**src/rtl/call_stack.sv**
```systemverilog
// Hardware return-address stack for CALL/RET: push stores pc+1, pop drives the
// top entry onto the bus one cycle later with a single-cycle output enable.
module call_stack #(
   parameter int unsigned DEPTH = 4,
   parameter int unsigned WIDTH = 8
) (
   input  logic                     clk,
   input  logic                     reset,
   input  logic [WIDTH-1:0]         pc,
   input  logic                     c_stk_push,
   input  logic                     c_stk_pop,
   output logic [WIDTH-1:0]         bus_out,
   output logic                     bus_oe,
   output logic [$clog2(DEPTH):0]   count,
   output logic                     full,
   output logic                     empty,
   output logic                     overflow,
   output logic                     underflow
);

   localparam int unsigned AW = $clog2(DEPTH);
   localparam int unsigned CW = AW + 1;

   logic [WIDTH-1:0] mem [DEPTH];

   logic [CW-1:0]    count_q, count_d, count_m1;
   logic [WIDTH-1:0] bus_out_q, bus_out_d;
   logic             bus_oe_q, bus_oe_d;
   logic             overflow_q, overflow_d;
   logic             underflow_q, underflow_d;

   logic             we;
   logic [AW-1:0]    waddr;
   logic [AW-1:0]    top_idx;
   logic [WIDTH-1:0] ret_addr;

   assign ret_addr = pc + WIDTH'(1);
   assign count_m1 = count_q - CW'(1);
   assign top_idx  = count_m1[AW-1:0];

   assign full  = (count_q == CW'(DEPTH));
   assign empty = (count_q == '0);

   always_comb begin
      count_d     = count_q;
      bus_out_d   = '0;
      bus_oe_d    = 1'b0;
      overflow_d  = overflow_q;
      underflow_d = underflow_q;
      we          = 1'b0;
      waddr       = count_q[AW-1:0];

      if (c_stk_push && c_stk_pop) begin
         bus_oe_d = 1'b1;
         if (empty) begin
            // Nothing stored: the pushed address goes straight back out.
            bus_out_d = ret_addr;
         end else begin
            bus_out_d = mem[top_idx];
            we        = 1'b1;
            waddr     = top_idx;
         end
      end else if (c_stk_push) begin
         if (full) begin
            overflow_d = 1'b1;
         end else begin
            we      = 1'b1;
            count_d = count_q + CW'(1);
         end
      end else if (c_stk_pop) begin
         if (empty) begin
            underflow_d = 1'b1;
         end else begin
            bus_out_d = mem[top_idx];
            bus_oe_d  = 1'b1;
            count_d   = count_m1;
         end
      end
   end

   always_ff @(posedge clk) begin
      if (!reset) begin
         count_q     <= '0;
         bus_out_q   <= '0;
         bus_oe_q    <= 1'b0;
         overflow_q  <= 1'b0;
         underflow_q <= 1'b0;
      end else begin
         count_q     <= count_d;
         bus_out_q   <= bus_out_d;
         bus_oe_q    <= bus_oe_d;
         overflow_q  <= overflow_d;
         underflow_q <= underflow_d;
      end
   end

   // Entries are never cleared; count alone defines which are valid.
   always_ff @(posedge clk) begin
      if (reset && we) begin
         mem[waddr] <= ret_addr;
      end
   end

   assign bus_out   = bus_out_q;
   assign bus_oe    = bus_oe_q;
   assign count     = count_q;
   assign overflow  = overflow_q;
   assign underflow = underflow_q;

endmodule
```
**config.mk**
```make
export PLATFORM = sky130hd
export DESIGN_NAME = call_stack
export DESIGN_NICKNAME = d
export VERILOG_FILES = /design/src/rtl/call_stack.sv
export SDC_FILE = /design/constraint.sdc
export NUM_CORES = 1
export LEC_CHECK = 0
export ABC_AREA = 1
export BUFFER_PORTS_ARGS = -buffer_cell sky130_fd_sc_hd__buf_2
export CAP_MARGIN = 10
export CELL_PAD_IN_SITES_DETAIL_PLACEMENT = 0
export CELL_PAD_IN_SITES_GLOBAL_PLACEMENT = 1
export CORE_MARGIN = 4
export CORE_UTILIZATION = 30
export CTS_BUF_LIST = sky130_fd_sc_hd__clkbuf_4 sky130_fd_sc_hd__clkbuf_8
export DETAILED_ROUTE_END_ITERATION = 6
export PLACE_DENSITY = 0.7
export SLEW_MARGIN = 10
export SYNTH_ARGS = -nofsm -noshare
export SYNTH_HDL_FRONTEND = slang
export SYNTH_SLANG_ARGS = --single-unit
```
**constraint.sdc**
```tcl
create_clock -name clk -period 2.1 [get_ports clk]
set_clock_uncertainty 0.05 [all_clocks]
set_input_delay 0.21 -clock clk [delete_from_list [all_inputs] [get_ports clk]]
set_output_delay 0.21 -clock clk [all_outputs]
set_load 0.05 [all_outputs]
```
== Word level (Yosys, flattened, before mapping) ==
Memory sizes are Yosys's and may differ from the RTL's.
Index checks and enable logic that the tools add are counted.

* Equal/unequal tests: 3
* Reduce and logical (&&, ||, !) cells: 7
* Bitwise gates (word level): 2
* Multiplexer cells: 20
* Add/subtract/negate cells: 3

{| class="wikitable"
|+ Operators by type and width
! cell !! number
|-
| $mux W8 || 5
|-
| $mux W3 || 4
|-
| $mux W1 || 9
|-
| $add A8 B1 Y8 const B || 1
|-
| $reduce_and A4 Y1 || 2
|-
| $mux W2 || 2
|-
| $ne A2 B2 Y1 const B || 2
|-
| $add A3 B1 Y3 const B || 1
|-
| $eq A3 B3 Y1 const B || 1
|-
| $logic_not A3 Y1 || 1
|-
| $reduce_and A3 Y1 || 1
|-
| $sub A3 B1 Y3 const B || 1
|-
| $logic_and A1 B1 Y1 || 2
|-
| $not A1 Y1 || 2
|-
| $reduce_bool A2 Y1 || 1
|}

* Memory bits (writable): 32
* Register bits: 14
* Memories kept: 1
* Output and inout bits: 16
* Input port bits: 12

{| class="wikitable"
|+ Memory list
! name !! words !! bits a word !! read ports !! clocked after memory_dff !! write ports !! RTL line !! text
|-
| mem || 4 || 8 || 1 || 0 || 1 || 24 || <nowiki>logic [WIDTH-1:0] mem [DEPTH];</nowiki>
|}

== Logic depth before layout (Yosys ltp) ==
* Depth in word-level cells: 7
* Depth in mapped cells: 11

== Worst setup path before layout ==
No wires, ideal clock.

* Path kind: register -> register
* From: register count_q[0], in the netlist count[0]
* To: memory mem[1][0] (enable)
* Library setup time: 370 ps
* Buffers on the path: 3
* Cell stages (with the launch flop): 10
* Arrival time: 2146 ps
* Setup slack: -466 ps
* Path through: dfxtp_1 -> buf_6 -> inv_6 -> buf_6 -> ha_1 -> buf_2 -> inv_2 -> o21ai_2 -> nand2_1 -> nor2_1

* Word-level cells in the longest chain between the ends: 7

{| class="wikitable"
|+ Ends and longest elaborated chain
! element !! RTL line !! text
|-
| from (decl) || 26 || <nowiki>logic [CW-1:0] count_q, count_d, count_m1;</nowiki>
|-
| from (signal assigned) || 89 || <nowiki>count_q <= count_d;</nowiki>
|-
| $eq A3 B3 Y1 || 41 || <nowiki>assign full = (count_q == CW'(DEPTH));</nowiki>
|-
| $mux W1 || 64 || <nowiki>if (full) begin</nowiki>
|-
| $mux W1 || 63 || <nowiki>end else if (c_stk_push) begin</nowiki>
|-
| $mux W1 || 53 || <nowiki>if (c_stk_push && c_stk_pop) begin</nowiki>
|-
| $logic_and A1 B1 Y1 || 99 || <nowiki>if (reset && we) begin</nowiki>
|-
| $mux W1 || 99 ||
|-
| $mux W1 (implied by the code) || 100 || <nowiki>mem[waddr] <= ret_addr;</nowiki>
|-
| to (decl) || 24 ||
|}

Parallel ways exist; a longest one is shown, timed or not.

== Worst setup path in the final report ==
* From: register count_q[1], in the netlist count[1]
* To: memory mem[3][2] (enable)

Same word-level chain as after synthesis.

==> impl_metrics.py <==
metrics = {
    "route": {
        "vias_per_cell": 4.32,
        "drtPass1Iterations": 4,
        "drt_iter0_markers": 138,
        "drt-total-wl_um": 4580,
        "drc": 0,
        "avgRoutedWirePerCell_um": 12.7,
        "via_count": 1554,
        "drt.antenna.violating_nets": 0,
    },
    "cts": {
        "insertion_delay_ns": 0.29,
        "ctsResizeCount": 0,
        "cts_buffers": 5,
        "cts_hold_buf": 0,
        "htreeDepth": 2,
        "clk_pin_slew_ns": 0.08,
        "numClockSinks": 46,
        "cts-root-buf": "clkbuf_8",
        "cts_tree": "built",
        "clock_path_buffers": 2,
        "post-cts-setup-buffer-count": 0,
    },
    "finish": {
        "area_growth_pct": 18.2,
        "num-fill-cells": 724,
        "final_common_cell": "nand2_1",
        "post_route_cells_drive_above_1_share_pct": 23.9,
        "nets": 279,
        "num_antenna_cells": 0,
        "mostFrequentLayoutCells": "64 x nand2_1, 32 x edfxtp_1, 27 x buf_2",
    },
    "power": {
        "p_sw_share_pct": 32.2,
        "ir_drop_mv": 0.239,
        "p_switching_w": 0.000668,
        "p_leak_nw": 1.07,
        "p_int_w": 0.00140,
        "cellPowerDensity_nw_per_um2": 824,
        "seq_power_share_pct": 50.0,
        "power.share.clock_pct": 25.2,
        "comb_power_share_pct": 24.8,
    },
    "global_route": {
        "grt_pass1_vias": 1439,
        "grtUsageTotal_pct": 11.5,
        "grt_overflow": 0,
        "grt_pass1_wl_um": 7470,
        "antenna_found_initial": 0,
        "grt_max_degree": 20,
    },
    "floorplan": {
        "die_area_um2": 8510,
        "start_util_pct": 31.2,
        "rows": 30,
        "die_y_um": 92.3,
        "ios": 28,
        "dieWidth_um": 92.3,
        "core_um2": 6830,
    },
    "timing": {
        "final.setup.worst_slack_ns": 0.252,
        "slew_headroom_pct": 70.6,
        "rsz0062_at_grt": "false",
        "setup_viol": 0,
        "max_freq_ghz": 0.541,
        "setup_tns_ns": 0,
        "hold_viol_final": 0,
        "drv_slew": 0,
        "worstMarginPinSlew_ns": 0.439,
        "fin_crit_sh_pct": 88.0,
        "layout_min_cycle_time_ns": 1.85,
    },
    "setup_path": {
        "cpMaxStageDelayCell": "dfxtp_2",
        "crit_family": "simple AND/OR/NAND/NOR gates",
        "crit_chain": "inv_1, ha_1, nand2_4, nand2_4, a21oi_2, nand2_2, nor2_4",
        "crit_fanout": 8,
        "end_kind": "flip-flop",
        "cp_data_required_time_ns": 2.03,
        "cp_common_cell": "nand2_4",
        "startpoint_type": "flip-flop",
        "criticalPathCategory": "flip-flop to flip-flop",
        "crit_buf_inv": 1,
        "slowest_delay_ns": 0.35,
        "crit_arrival_ns": 1.77,
    },
    "yosys": {
        "seq_area_frac_synth_pct": 58.3,
        "syn_area_um2": 2130,
        "synth_cells": 230,
        "synth.net_count": 246,
        "syn_avg_cell_area_um2": 9.26,
        "yosys_warnings": 0,
        "synthDistinctLibCells": 28,
        "synth_seq_cells": 46,
    },
    "job": {
        "timing.max_cap.violations": 0,
    },
    "min_path": {
        "min_path_type": "input pin to flip-flop",
    },
    "place": {
        "finalWeightedCongestion": 0.774,
        "dp_slack_ns": 0.244,
        "dp_hpwl_um": 3420,
        "port_buffers": 27,
    },
    "outcome": {
        "status": "finished, final reports clean",
    },
}
## power groups by stage
stage	clock (W)	combinational, W	sequential [W]
after floorplan	0	0.000307	0.00114
after global placement	0	0.000522	0.00106
after detailed placement	0	0.000519	0.00106
after CTS	0.000538	0.000520	0.00104
after global routing	0.000575	0.000570	0.00104
final	0.000522	0.000514	0.00104
## kinds of logic after synthesis
family / synth area share (%)
flops: 58.3
fa+ha+maj: 2.35
xor+xnor: 1.18
buf+inv: 7.23
simple gates: 23.4
compound gates: 7.52
## routing by layer
metal / part of all wire, % / wire length [µm] / global-route usage [%] / up-vias
met5: 0 / 0 / 0 / -
met4: 0.96 / 44 / 3.71 / 0
met3: 3.1 / 141 / 2.71 / 5
met2: 44 / 2030 / 17.3 / 25
met1: 52 / 2360 / 16.4 / 712
li1: - / - / - / 812
## worst paths after layout
kind	end	from	slack [ns]	cells past startpoint
max	mem[3][2]	count[1]	0.25	7
min	count[2]	reset	0.12	3
max reg2reg	mem[3][2]	count[1]	0.25	7
min reg2reg	underflow	underflow	0.43	2
## worst reg2reg max path, stage by stage (launching register included)
cell and delay, ns:
dfxtp_2 0.35, inv_1 0.08, ha_1 0.24, nand2_4 0.13, nand2_4 0.10, a21oi_2 0.21, nand2_2 0.12, nor2_4 0.26
## state kept, by name (all words and copies together) (netlist names)
| name | flops |
|---|---|
| underflow | 1 |
| overflow | 1 |
| mem | 32 |
| count | 3 |
| bus_oe | 1 |
| bus_out | 8 |
## metrics by stage
| stage | power (W) | utilization [%] | hold WS (ns) | cells | area (µm²) |
|---|---|---|---|---|---|
| 4_1_cts | 0.00210 | 36.8 | 0.112 | 360 | 2520 |
| 3_5_place_dp | 0.00158 | 35.6 | 0.412 | 352 | 2430 |
| 6_report | 0.00207 | 36.8 | 0.121 | 360 | 2520 |
| 2_1_floorplan | 0.00145 | - | 0.281 | 230 | 2190 |
| 5_1_grt | 0.00219 | 36.8 | 0.117 | 360 | 2520 |
| 3_3_place_gp | 0.00158 | 35.6 | 0.401 | 352 | 2430 |
## synthesized netlist by cell type (all sizes together)
cell type / instances / area [µm²]
buf: 4 / 35.0
and2: 4 / 25.0
a31oi: 2 / 12.5
clkinv: 1 / 5.00
xor2: 2 / 25.0
inv: 28 / 110
o21bai: 2 / 15.0
nand2: 70 / 283
nand4: 1 / 6.26
a21oi: 12 / 63.8
dfxtp: 14 / 280
edfxtp: 32 / 961
nand3: 16 / 80.1
o21ai: 13 / 68.8
clkbuf: 1 / 3.75
ha: 4 / 50.1
nor2: 24 / 105
## layout make-up
cell class	instances	area (µm²)	area share, %
flip-flops and latches	46	1250	49.5
multi-input cells	150	781	31.0
clock inverters	2	10.0	0.398
well taps	96	120	4.77
clock buffers	6	76.3	3.03
inverters	29	118	4.67
repair buffers	31	165	6.56
No activity file was read; power rests on OpenSTA's default activity.
